--- config.mk ---
export PLATFORM = sky130hd
export DESIGN_NAME = tff_count_ctrl
export DESIGN_NICKNAME = d
export VERILOG_FILES = /design/src/rtl/tff_count_ctrl.sv
export SDC_FILE = /design/constraint.sdc
export NUM_CORES = 1
export LEC_CHECK = 0
export CORE_ASPECT_RATIO = 1.4
export CORE_MARGIN = 2
export CORE_UTILIZATION = 23
export CTS_CLUSTER_DIAMETER = 60
export DETAILED_ROUTE_END_ITERATION = 8
export PLACE_DENSITY = 0.43
export SYNTH_ARGS = -nofsm -noshare
export SYNTH_HDL_FRONTEND = slang
export SYNTH_SLANG_ARGS = --single-unit
export TNS_END_PERCENT = 100
--- constraint.sdc ---
create_clock -name clk -period 5.1 [get_ports clk]
set_input_delay 1.02 -clock clk [delete_from_list [all_inputs] [get_ports clk]]
set_output_delay 1.02 -clock clk [all_outputs]
set_load 0.02 [all_outputs]
--- src/rtl/tff_count_ctrl.sv ---
// Sequencing controller that makes an external bank of toggle flip-flops
// behave as a synchronous up/down counter running from a base value to a limit.
module tff_count_ctrl #(
  parameter int WIDTH = 4
) (
  input  logic             clk,
  input  logic             clr,
  input  logic             start,
  input  logic             dir,
  input  logic [WIDTH-1:0] limit,
  input  logic             hold,
  input  logic             abort,
  input  logic [WIDTH-1:0] q,
  output logic [WIDTH-1:0] t_vec,
  output logic             busy,
  output logic             done
);

  typedef enum logic [1:0] {
    S_IDLE,
    S_CLEAR,
    S_RUN,
    S_DONE
  } state_e;

  state_e           state_q, state_d;
  logic             dir_q, dir_d;
  logic [WIDTH-1:0] limit_q, limit_d;
  logic             busy_q, done_q;
  logic [WIDTH-1:0] step;

  // A cell toggles when every lower cell is 1 (up) or 0 (down): ripple-free carry.
  always_comb begin
    step[0] = 1'b1;
    for (int i = 1; i < WIDTH; i++) begin
      step[i] = step[i-1] & (dir_q ? ~q[i-1] : q[i-1]);
    end
  end

  always_comb begin
    // NOTE: every output of this block gets a default first so no path infers a latch.
    state_d = state_q;
    dir_d   = dir_q;
    limit_d = limit_q;
    t_vec   = '0;

    unique case (state_q)
      S_IDLE: begin
        if (start) begin
          dir_d   = dir;
          limit_d = limit;
          state_d = S_CLEAR;
        end
      end
      S_CLEAR: begin
        t_vec   = dir_q ? ~q : q;
        state_d = abort ? S_IDLE : S_RUN;
      end
      S_RUN: begin
        if (abort) begin
          state_d = S_IDLE;
        end else if (q == limit_q) begin
          state_d = S_DONE;
        end else if (!hold) begin
          t_vec = step;
        end
      end
      S_DONE: begin
        state_d = S_IDLE;
      end
      default: begin
        state_d = S_IDLE;
      end
    endcase

    // The bank is being reset by the same clr, so no toggles may reach it.
    if (clr) begin
      t_vec = '0;
    end
  end

  always_ff @(posedge clk) begin
    // NOTE: state registers use non-blocking assignments so all update together at the edge.
    if (clr) begin
      state_q <= S_IDLE;
      dir_q   <= 1'b0;
      limit_q <= '0;
      busy_q  <= 1'b0;
      done_q  <= 1'b0;
    end else begin
      state_q <= state_d;
      dir_q   <= dir_d;
      limit_q <= limit_d;
      busy_q  <= (state_d == S_CLEAR) || (state_d == S_RUN);
      done_q  <= (state_d == S_DONE);
    end
  end

  assign busy = busy_q;
  assign done = done_q;

endmodule

* Yosys cells after proc, flatten, opt, wreduce, memory -nomap -nowiden
Index checks and enable logic that the tools add are counted.
Storage, ports and cells: flip-flop bits (word level) 9, output and inout port bits 6, bits of input ports 14, word-level logic and storage cells 35
Cells by class: mux-type cells 14, bitwise operators 6, reductions and logical operators 3, eq/ne operators 7
Operators by type and width (number):
- $mux W4 | 5
- $eq A2 B2 Y1 const B | 4
- $mux W2 | 4
- $pmux W2 S4 | 1
- $pmux W4 S2 | 1
- $eq A2 B1 Y1 const B | 2
- $eq A4 B4 Y1 | 1
- $not A4 Y4 | 1
- $mux W1 | 3
- $not A1 Y1 | 3
- $and A1 B1 Y1 | 2
- $logic_not A2 Y1 | 1
- $reduce_and A2 Y1 | 1
- $logic_or A1 B1 Y1 | 1

* Longest topological paths before layout
Gate-level depths: netlist of the first run.
depth after elaboration 9, depth in mapped cells 8, mapped depth without buffers 7

* Least setup slack after synthesis of the first run
Ideal clock, no wire load.
path kind input-to-output, start input abort, end output t_vec[2], data required time 4.080 ns, stages 4, setup slack 1.826 ns, arrival 2.254 ns, path buffers 0, path through or3b_4 a41oi_4 a21oi_2 a2111oi_2
On the way: longest elaborated chain between the ends 3
Ends and longest elaborated chain:
- start: declaration | line 12 | input logic abort,
- $mux W4 | line 60 | if (abort) begin
- $pmux W4 S2 | line 47 | unique case (state_q)
- $mux W4 | line 77 | if (clr) begin
- end: declaration | line 14 | output logic [WIDTH-1:0] t_vec,
Every way passes these cells.

* Final worst setup path of the first run
start input abort, end output t_vec[1]
The elaborated chain is that of the path after synthesis.

==> key figures, run 1 <==
Final layout
  • Post-Layout Cell Count: about 140
  • Highest-count cells in the layout ignoring fill and taps: 19 x clkdlybuf4s50_1, 11 x a21oi_1, 9 x dfxtp_1, 8 x nand2_1
  • Fraction of layout instances using a drive strength above 1: approximately 11%
  • Number of inserted filler cells in the final layout: around 300
  • Commonest non-fill, non-tap cell in the layout: clkdlybuf4s50_1
  • Antenna diode count: 0
  • Nets: about 120
  • Growth of design area from synthesis to finish: 38.3%

Clock tree
  • Number of buffers added by the clock tree synthesis step: 3
  • Worst-Skew Late Latency: 230 ps
  • Cell chosen for the clock root: clkbuf_8
  • Clock net sink count: 9
  • Clock slew seen by the registers of the worst setup and hold paths: about 40 ps
  • CTS max path bufs: 2
  • Number of H-tree branching levels: 1
  • Number of hold buffers added after CTS: 0
  • Resized Gates After CTS: 0
  • CTS tree: built
  • # Post-CTS Setup Buffers: 0

Yosys
  • Number of synthesized register bits: 9
  • Post-synthesis compound-gate area fraction: around a quarter
  • Count of cell types in the netlist: 29
  • Count of warnings emitted by yosys: 0
  • Main combinational cell family by area after synthesis: compound AO/OA/AOI/OAI gates
  • Area fraction in and, or, nand and nor cells after synthesis: 22.7%
  • XOR/XNOR share of the synthesized area: a little under an eighth
  • Multiplexer area fraction after synthesis: 0%
  • Count of mapped cells out of synthesis: 80
  • Average footprint of a synthesized cell: 8.46 um2
  • Post-synthesis cell area: about 680 um2
  • Post-Synthesis Net Count: 99
  • Adder and majority gate portion of the synthesized area: 9.24%
  • Share of synthesized area occupied by flip-flops and latches: between 20% and 30%

Detailed routing
  • Detail-routed net length per standard cell: 11.7 um
  • Detailed router's first-iteration violation count: 12
  • Router iterations before antenna repair: 4
  • DRC errors left: 0
  • Routed via count divided by cell count: between 4 and 5
  • Post-DRT Antenna Nets: 0
  • Total Routed Length: 1.58 mm
  • Via total after detailed routing: just under 600

Critical path
  • Critical Path Fanout Max: 5
  • CP endpoint kind: output port
  • Cells along the critical path: clkdlybuf4s50_1, or3b_4, a41oi_4, a221oi_2, a311oi_2, clkdlybuf4s50_1
  • Kind of cell adding the most delay to the critical path: buffers and inverters
  • Arrival time at the worst endpoint: approximately 3100 ps
  • Kind of critical path: input port to output port
  • Cell with the largest stage delay on the worst path: clkdlybuf4s50_1
  • Longest individual stage delay on the worst path: between 600 and 700 ps
  • Number of buffer and inverter stages on the critical path: 2
  • Crit start category: input port
  • Most frequent cell on the critical path: clkdlybuf4s50_1
  • Critical Path RT: a little over 4000 ps

STA
  • Setup Viol. Count Final: 0
  • Portion of the clock cycle consumed by the worst path in the final layout: 81.2%
  • Sum Neg Setup Slack: 0 ps
  • Worst Clk Skew: 3.35 ps
  • Final Hold Violating Endpoints: 0
  • Final Max Slew Viols: 0
  • Minimum clock period: around 4100 ps
  • Highest achievable clock rate: about 240 MHz
  • Setup repair after global routing missed its margin: false
  • Normalized max-slew margin: 70.4%
  • Transition time at the pin with the least slew margin: between 400 and 500 ps

Floorplanning
  • Die height: 68.2 um
  • Initial core utilization: a little under a quarter
  • Top Ports: 20
  • Standard-cell rows: 23
  • Width of the die: around 50 um
  • Die area: around 3400 um2
  • Area of the placeable core: between 2000 and 3000 um2

GRT
  • Pin count of the biggest net entering global routing: 11
  • Antenna violations before repair: 0
  • Number of global-route vias before repair: 568
  • First-pass GRT wire length: approximately 2.6 mm
  • Final global-route overflow total: 0
  • Total global routing track utilization: 10.4%

Pwr
  • Leakage power summed over all cells: around 0.33 nW
  • Max VDD drop: 139 uV
  • Cell area power density: 233 nW/um2
  • Power, Total: ~0.22 mW

Placement
  • Final Wtd Congestion: ~0.71
  • Number of buffers inserted by port buffering: 19
  • DPL Wire Length: 1.27 mm
  • Placed cell count: roughly 130

Hold path
  • Hold/Removal Path Class: flip-flop to flip-flop

Run
  • Max Cap Viol: 0

Run status
  • Status: completed
[layout make-up]
| type | count | area [um2] | area share [%] |
|---|---|---|---|
| Clock buffer | 4 | 45.0 | 4.81 |
| Inverter | 4 | 15.0 | 1.60 |
| Multi-Input combinational cell | 62 | 459 | 49.1 |
| Sequential cell | 9 | 180 | 19.3 |
| Tap cell | 37 | 46.3 | 4.95 |
| Timing Repair Buffer | 19 | 190 | 20.3 |
[synthesized netlist by cell type]
cell        n  area share [%]
buf_2       2             1.5
o21a_1      1             1.1
nand2_1     8             4.4
nor2b_1     3             2.8
clkbuf_1    2             1.1
a2bb2oi_1   1             1.3
a2111oi_2   1             2.2
xnor2_2     2             4.8
a221oi_2    1             2.2
a21oi_2     1             1.3
nand2b_1    3             2.8
a21oi_1    11             8.1
nand3_1     5             3.7
inv_1       4             2.2
o21ai_1     1            0.74
a41oi_4     1             4.1
nor2_1      4             2.2
ha_1        5             9.2
xor2_1      3             3.9
nand4_1     1            0.92
clkbuf_2    1            0.74
nor3b_1     1             1.1
nor3_1      3             2.2
a311oi_2    1             2.2
or3b_4      1             1.7
dfxtp_1     9              27
a221oi_1    1             1.3
and3_1      1            0.92
xnor2_1     2             2.6
[registers in the layout, indices dropped and copies added (netlist names)]
signal and count:
state_q 2, limit_q 4, dir_q 1, busy 1
done 1
[logic make-up after synthesis]
family / count (synthesis)
xor gates and xnor gates: 7
buffers and inverters: 9
AOI/OAI and AO/OA: 20
and+or+nand+nor: 30
DFF: 9
adders and majority gates: 5
[final timing paths]
check	startpoint	end	slack, ps	cells past startpoint
worst min-delay path	limit_q[3]	limit_q[3]	480	2
worst max register to register	state_q[1]	busy	3250	7
worst min register to register	limit_q[3]	limit_q[3]	480	2
worst max-delay path	abort	t_vec[1]	960	6
[power breakdown]
group / leakage, nW / total (mW) / internal (mW) / switching, mW
Sequential: 0.0738 / 0.0800 / 0.0752 / 0.00478
Combinational: 0.234 / 0.0566 / 0.0273 / 0.0292
Clock: 0.0228 / 0.0817 / 0.0544 / 0.0273
[through the flow]
| step | utilization [%] | setup WS (ps) | instance area [um2] | hold WS, ps |
|---|---|---|---|---|
| floorplan | - | 1830 | 677 | 449 |
| detailed placement | 31.3 | 940 | 891 | 476 |
| global placement | 31.3 | 955 | 891 | 470 |
| CTS | 32.9 | 940 | 936 | 481 |
| global route | 32.9 | 858 | 936 | 510 |
| finish | 32.9 | 959 | 936 | 481 |
[routing by layer]
layer / global-route usage (%) / routed length, um / part of all wire [%]
met1: 11.3 / 656 / 42
met2: 18.5 / 853 / 54
met3: 3.06 / 65 / 4.1
met4: 5.21 / 0 / 0
met5: 0 / 0 / 0
[worst reg2reg max path, stage by stage, from the launching register on]
cell       delay, ps
dfxtp_1          320
inv_1            120
ha_1             390
nor2_1            90
nor3_1           160
a2bb2oi_1        260
ha_1             260
nor2b_1          120
(Power assumes the default switching activity.)
==> run 2, diff against run 1 <==
==> constraint.sdc (replaced) <==
create_clock -name clk -period 4.2 [get_ports clk]
set_input_delay 0.84 -clock clk [delete_from_list [all_inputs] [get_ports clk]]
set_output_delay 0.84 -clock clk [all_outputs]
set_load 0.02 [all_outputs]
==> key figures, run 2 (synthesis gave the netlist of run 1 again) <==
Detailed routing
  • Router iterations before antenna repair: 4
  • Total Routed Length: 1.54 mm
  • Detailed router's first-iteration violation count: 8
  • Routed via count divided by cell count: about 4.4
  • Via total after detailed routing: 589
  • Post-DRT Antenna Nets: 0
  • Detail-routed net length per standard cell: 11.4 um
  • DRC errors left: 0

Critical path
  • Slack of the worst reg-to-reg path: 2370 ps
  • Worst-case reg-to-reg path depth: 7
  • Most frequent cell on the critical path: clkdlybuf4s50_1
  • Kind of critical path: input port to output port
  • End point of the critical path: t_vec[1]
  • Longest individual stage delay on the worst path: 640 ps
  • Cell with the largest stage delay on the worst path: clkdlybuf4s50_1
  • Arrival time at the worst endpoint: around 3000 ps
  • Cells along the critical path: clkdlybuf4s50_1, or3b_4, a41oi_4, a221oi_2, a311oi_2, clkdlybuf4s50_1
  • Critical Path Fanout Max: 5
  • Critical register-to-register path endpoint: busy
  • Number of buffer and inverter stages on the critical path: 2
  • Crit start category: input port
  • Critical path launch point: abort
  • CP endpoint kind: output port
  • Critical Path RT: 3360 ps
  • Kind of cell adding the most delay to the critical path: buffers and inverters
  • Start of the worst register-to-register path: state_q[1]
  • Crit path depth: 6

Run status
  • Status: completed

Clock tree
  • Clock slew seen by the registers of the worst setup and hold paths: around 40 ps
  • CTS max path bufs: 2
  • # Post-CTS Setup Buffers: 0
  • Number of H-tree branching levels: 1
  • Worst-Skew Late Latency: between 200 and 250 ps
  • Number of hold buffers added after CTS: 0
  • CTS tree: built
  • Clock net sink count: 9
  • Cell chosen for the clock root: clkbuf_8
  • Number of buffers added by the clock tree synthesis step: 3
  • Resized Gates After CTS: 0

GRT
  • Number of global-route vias before repair: approximately 560
  • Final global-route overflow total: 0
  • Pin count of the biggest net entering global routing: 11
  • First-pass GRT wire length: between 2 and 3 mm
  • Total global routing track utilization: between 10% and 20%
  • Antenna violations before repair: 0

Pwr
  • Leakage power summed over all cells: around 0.33 nW
  • Max VDD drop: 163 uV
  • Total internal power: between 0.15 and 0.2 mW
  • Clk pwr share: a little under two fifths
  • Cell area power density: 281 nW/um2
  • Net load switching power: just over 0.07 mW
  • Combinational Power Share: a little over a quarter
  • Sequential fraction of design power: a little under two fifths
  • Switching Share: between 20% and 30%

Final layout
  • Fraction of layout instances using a drive strength above 1: between 10% and 20%
  • Registers with the most flip-flops: limit_q: 4 flops, state_q: 2 flops
  • Flip-flop count of the largest register after layout: 4
  • Growth of design area from synthesis to finish: 38.3%
  • Largest reg by FF count: limit_q
  • Highest-count cells in the layout ignoring fill and taps: 19 x clkdlybuf4s50_1, 11 x a21oi_1, 9 x dfxtp_1, 8 x nand2_1
  • Nets: 118
  • Layout Utilization: 32.9%
  • Commonest non-fill, non-tap cell in the layout: clkdlybuf4s50_1
  • Antenna diode count: 0

Floorplanning
  • Area of the placeable core: 2850 um2
  • Die height: a little under 70 um
  • Width of the die: around 50 um
  • Top Ports: 20
  • Initial core utilization: about a quarter
  • Standard-cell rows: 23
  • Die area: 3400 um2

Placement
  • Number of buffers inserted by port buffering: 19
  • Final Wtd Congestion: 0.709
  • DPL Wire Length: about 1.3 mm

STA
  • Setup Viol. Count Final: 0
  • Hold Worst Slack: 479 ps
  • Final Max Slew Viols: 0
  • Transition time at the pin with the least slew margin: 442 ps
  • Setup repair after global routing missed its margin: false
  • Portion of the clock cycle consumed by the worst path in the final layout: around nine tenths
  • Highest achievable clock rate: roughly 260 MHz
  • Normalized max-slew margin: ~70%
  • Minimum clock period: roughly 3800 ps
  • Worst Clk Skew: around 1.4 ps
  • Final Hold Violating Endpoints: 0
  • Sum Neg Setup Slack: 0 ps

Hold path
  • Worst hold stages: 2
  • Hold/Removal Path Class: flip-flop to flip-flop

Run
  • Max Cap Viol: 0
## run 2: metal layers
layer | GRT usage [%] | part of all wire, %
met5 | 0 | 0
met4 | 5.21 | 0.65
met3 | 2.18 | 3.8
met2 | 18.3 | 53
met1 | 11.0 | 42
## run 2: layout make-up
class	count	area, um2
fillers	306	1910
multi-input cells	62	459
repair buffers	19	190
flip-flops and latches	9	180
well taps	37	46.3
clock buffers	4	45.0
inverters	4	15.0
## run 2: worst min-delay path by stage
| stage | end | from |
|---|---|---|
| 2_1_floorplan | limit_q[1] | limit_q[1] |
| 3_3_place_gp | limit_q[3] | limit_q[3] |
| 3_5_place_dp | limit_q[3] | limit_q[3] |
| 4_1_cts | limit_q[3] | limit_q[3] |
| 5_1_grt | limit_q[2] | limit_q[2] |
| 6_report | limit_q[3] | limit_q[3] |
## run 2: power groups by stage
stage | logic [mW] | registers (mW) | clock network [mW]
global route | 0.0759 | 0.0979 | 0.107
CTS | 0.0695 | 0.0974 | 0.102
global placement | 0.0693 | 0.0988 | 0
floorplan | 0.0456 | 0.0972 | 0
detailed placement | 0.0689 | 0.0990 | 0
finish | 0.0685 | 0.0972 | 0.0971
## run 2: through the flow
stage / worst slack [ps] / power, mW / area [um2] / instances
6_report: 412 / 0.263 / 936 / 135
3_3_place_gp: 415 / 0.168 / 891 / 131
2_1_floorplan: 1290 / 0.143 / 677 / 80
5_1_grt: 308 / 0.280 / 936 / 135
4_1_cts: 392 / 0.269 / 936 / 135
3_5_place_dp: 386 / 0.168 / 891 / 131
## run 2: worst reg2reg max path: cells and delay by family, from the launching register on
| kind | cells | cell delay (ps) |
|---|---|---|
| DFF | 1 | 320 |
| and+or+nand+nor | 3 | 360 |
| buffers and inverters | 1 | 130 |
| AOI/OAI and AO/OA | 1 | 260 |
| adders and majority gates | 2 | 640 |
==> patch, RTL diff (flow settings as in run 2) <==
Set the parameter `WIDTH` to 3 (it was 4).
--- a/src/rtl/tff_count_ctrl.sv
+++ b/src/rtl/tff_count_ctrl.sv
@@ -1,7 +1,7 @@
 // Sequencing controller that makes an external bank of toggle flip-flops
 // behave as a synchronous up/down counter running from a base value to a limit.
 module tff_count_ctrl #(
-  parameter int WIDTH = 4
+  parameter int WIDTH = 3
 ) (
   input  logic             clk,
   input  logic             clr,
Interface: changed (resized limit, q and t_vec); port bits go from 20 to 17. The function was not compared with the original's and may differ.
==> patch against run 2 <==
- power decreased by 27%
- count of clock-buffer cells in the layout decreased by 1
- fmax increased by 8.2%
- worst setup slack improved by 0.29 ns
- hold slack got worse by 0.0098 ns
- wire length decreased by 17%
- critical path depth decreased by 1
- combinational power decreased by 28%
- sequential cell count decreased by 1
- area after synthesis decreased by 18%
- die area decreased by 16%
- final area decreased by 20%
- first-iteration DRC count increased by 50%
- largest cell class unchanged
==> patch: results (changes against run 2) <==
- Grt met1 use: 13.7% (was 11.0%)
- Largest clock skew in the final design: 0.00524 ns (was 0.00145 ns)
- RR Startpoint: state_q[0] (was state_q[1])
- Number of buffer cells added on primary ports: 16 (was 19)
- Maximum number of pins on one net before global-route repair: 10 (was 11)
- DP Wirelength: 1050 um (was 1270 um)
- Post-Route M1 WL: 537 um (was 652 um)
- Final wirelength: 1280 um (was 1540 um)
- Worst endpoint data arrival time: 2.66 ns (was 2.95 ns)
- Detailed-routed wire length on met2: 673 um (was 820 um)
- Run status: finished clean (unchanged)
- Detailed-router iteration count before antenna repair: 6 (was 4)
- Vias in the first global route: 513 (was 557)
- Share of post-route cells with drive strength above 1: 10.0% (was 11.2%)
- Clock latency reported for the late side of the worst-skew pair: 0.25 ns (was 0.23 ns)
- Clock root buffer master: sky130_fd_sc_hd__clkbuf_4 (was sky130_fd_sc_hd__clkbuf_8)
- Fraction of met3 tracks used by global routing: 0.872% (was 2.18%)
- Maximum net fanout on the critical path: 9 (was 5)
- Worst Hold Launch: limit_q[1] (was limit_q[3])
- Iter 0 DRT Violations: 12 (was 8)
- Wire length of the first global-routing pass: 2280 um (was 2560 um)
- Switching fraction of total power: 27.3% (was 27.5%)
- Peak VDD IR: 0.109 mV (was 0.163 mV)
- Via total after detailed routing: 495 (was 589)
- Synth top cells by count: sky130_fd_sc_hd__dfxtp_1, sky130_fd_sc_hd__nand3_1, sky130_fd_sc_hd__nand2_1 (was sky130_fd_sc_hd__a21oi_1, sky130_fd_sc_hd__dfxtp_1, sky130_fd_sc_hd__nand2_1)
- Delay of the slowest critical-path stage: 0.60 ns (was 0.64 ns)
- GR Layer Usage met2: 16.7% (was 18.3%)
- Net count after synthesis: 80 (was 99)
- Leakage: 0.286 nW (was 0.330 nW)
- Weighted congestion reported at the end of routability-driven placement: 0.687 (was 0.709)
==> patch: path summary, 6_finish.rpt <==
kind / endpoint / slack, ns
setup / recovery: t_vec[1] / 0.70
hold / removal: limit_q[1] / 0.47
setup reg to reg: busy / 2.36
hold reg to reg: limit_q[1] / 0.47
==> patch: final cells by class <==
cell class	count	area, um^2
well taps	23	28.8
flip-flops and latches	8	160
fillers	261	1590
repair buffers	16	160
multi-input cells	50	370
clock buffers	3	22.5
inverters	3	11.3
==> patch: kinds of logic (layout without fill, tap and decap cells) <==
logic type / count (synthesis) / in the layout / synth area share [%]
AO/OA/AOI/OAI: 14 / 14 / 16.6
XOR/XNOR: 6 / 6 / 9.42
adder cells (fa/ha/maj): 5 / 5 / 11.2
buffers and inverters: 5 / 22 / 4.93
flip-flops: 8 / 8 / 28.7
AND/OR/NAND/NOR: 25 / 25 / 29.1
==> patch: metrics by stage <==
| stage | total power, mW | worst slack (ns) | util (%) | hold WS [ns] | cells |
|---|---|---|---|---|---|
| floorplan | 0.115 | 1.72 | - | 0.445 | 63 |
| global placement | 0.136 | 0.693 | 31.2 | 0.460 | 100 |
| detailed placement | 0.136 | 0.678 | 31.2 | 0.467 | 100 |
| CTS | 0.196 | 0.683 | 32.2 | 0.474 | 103 |
| global route | 0.206 | 0.557 | 32.2 | 0.505 | 103 |
| finish | 0.191 | 0.699 | 32.2 | 0.470 | 103 |
==> patch: power by group through the flow <==
stage	Combinational [mW]	Sequential, mW	Clock [mW]
final	0.0495	0.0849	0.0569
after global routing	0.0565	0.0852	0.0647
after CTS	0.0504	0.0848	0.0609
after detailed placement	0.0501	0.0864	0
after global placement	0.0501	0.0863	0
after floorplan	0.0291	0.0857	0
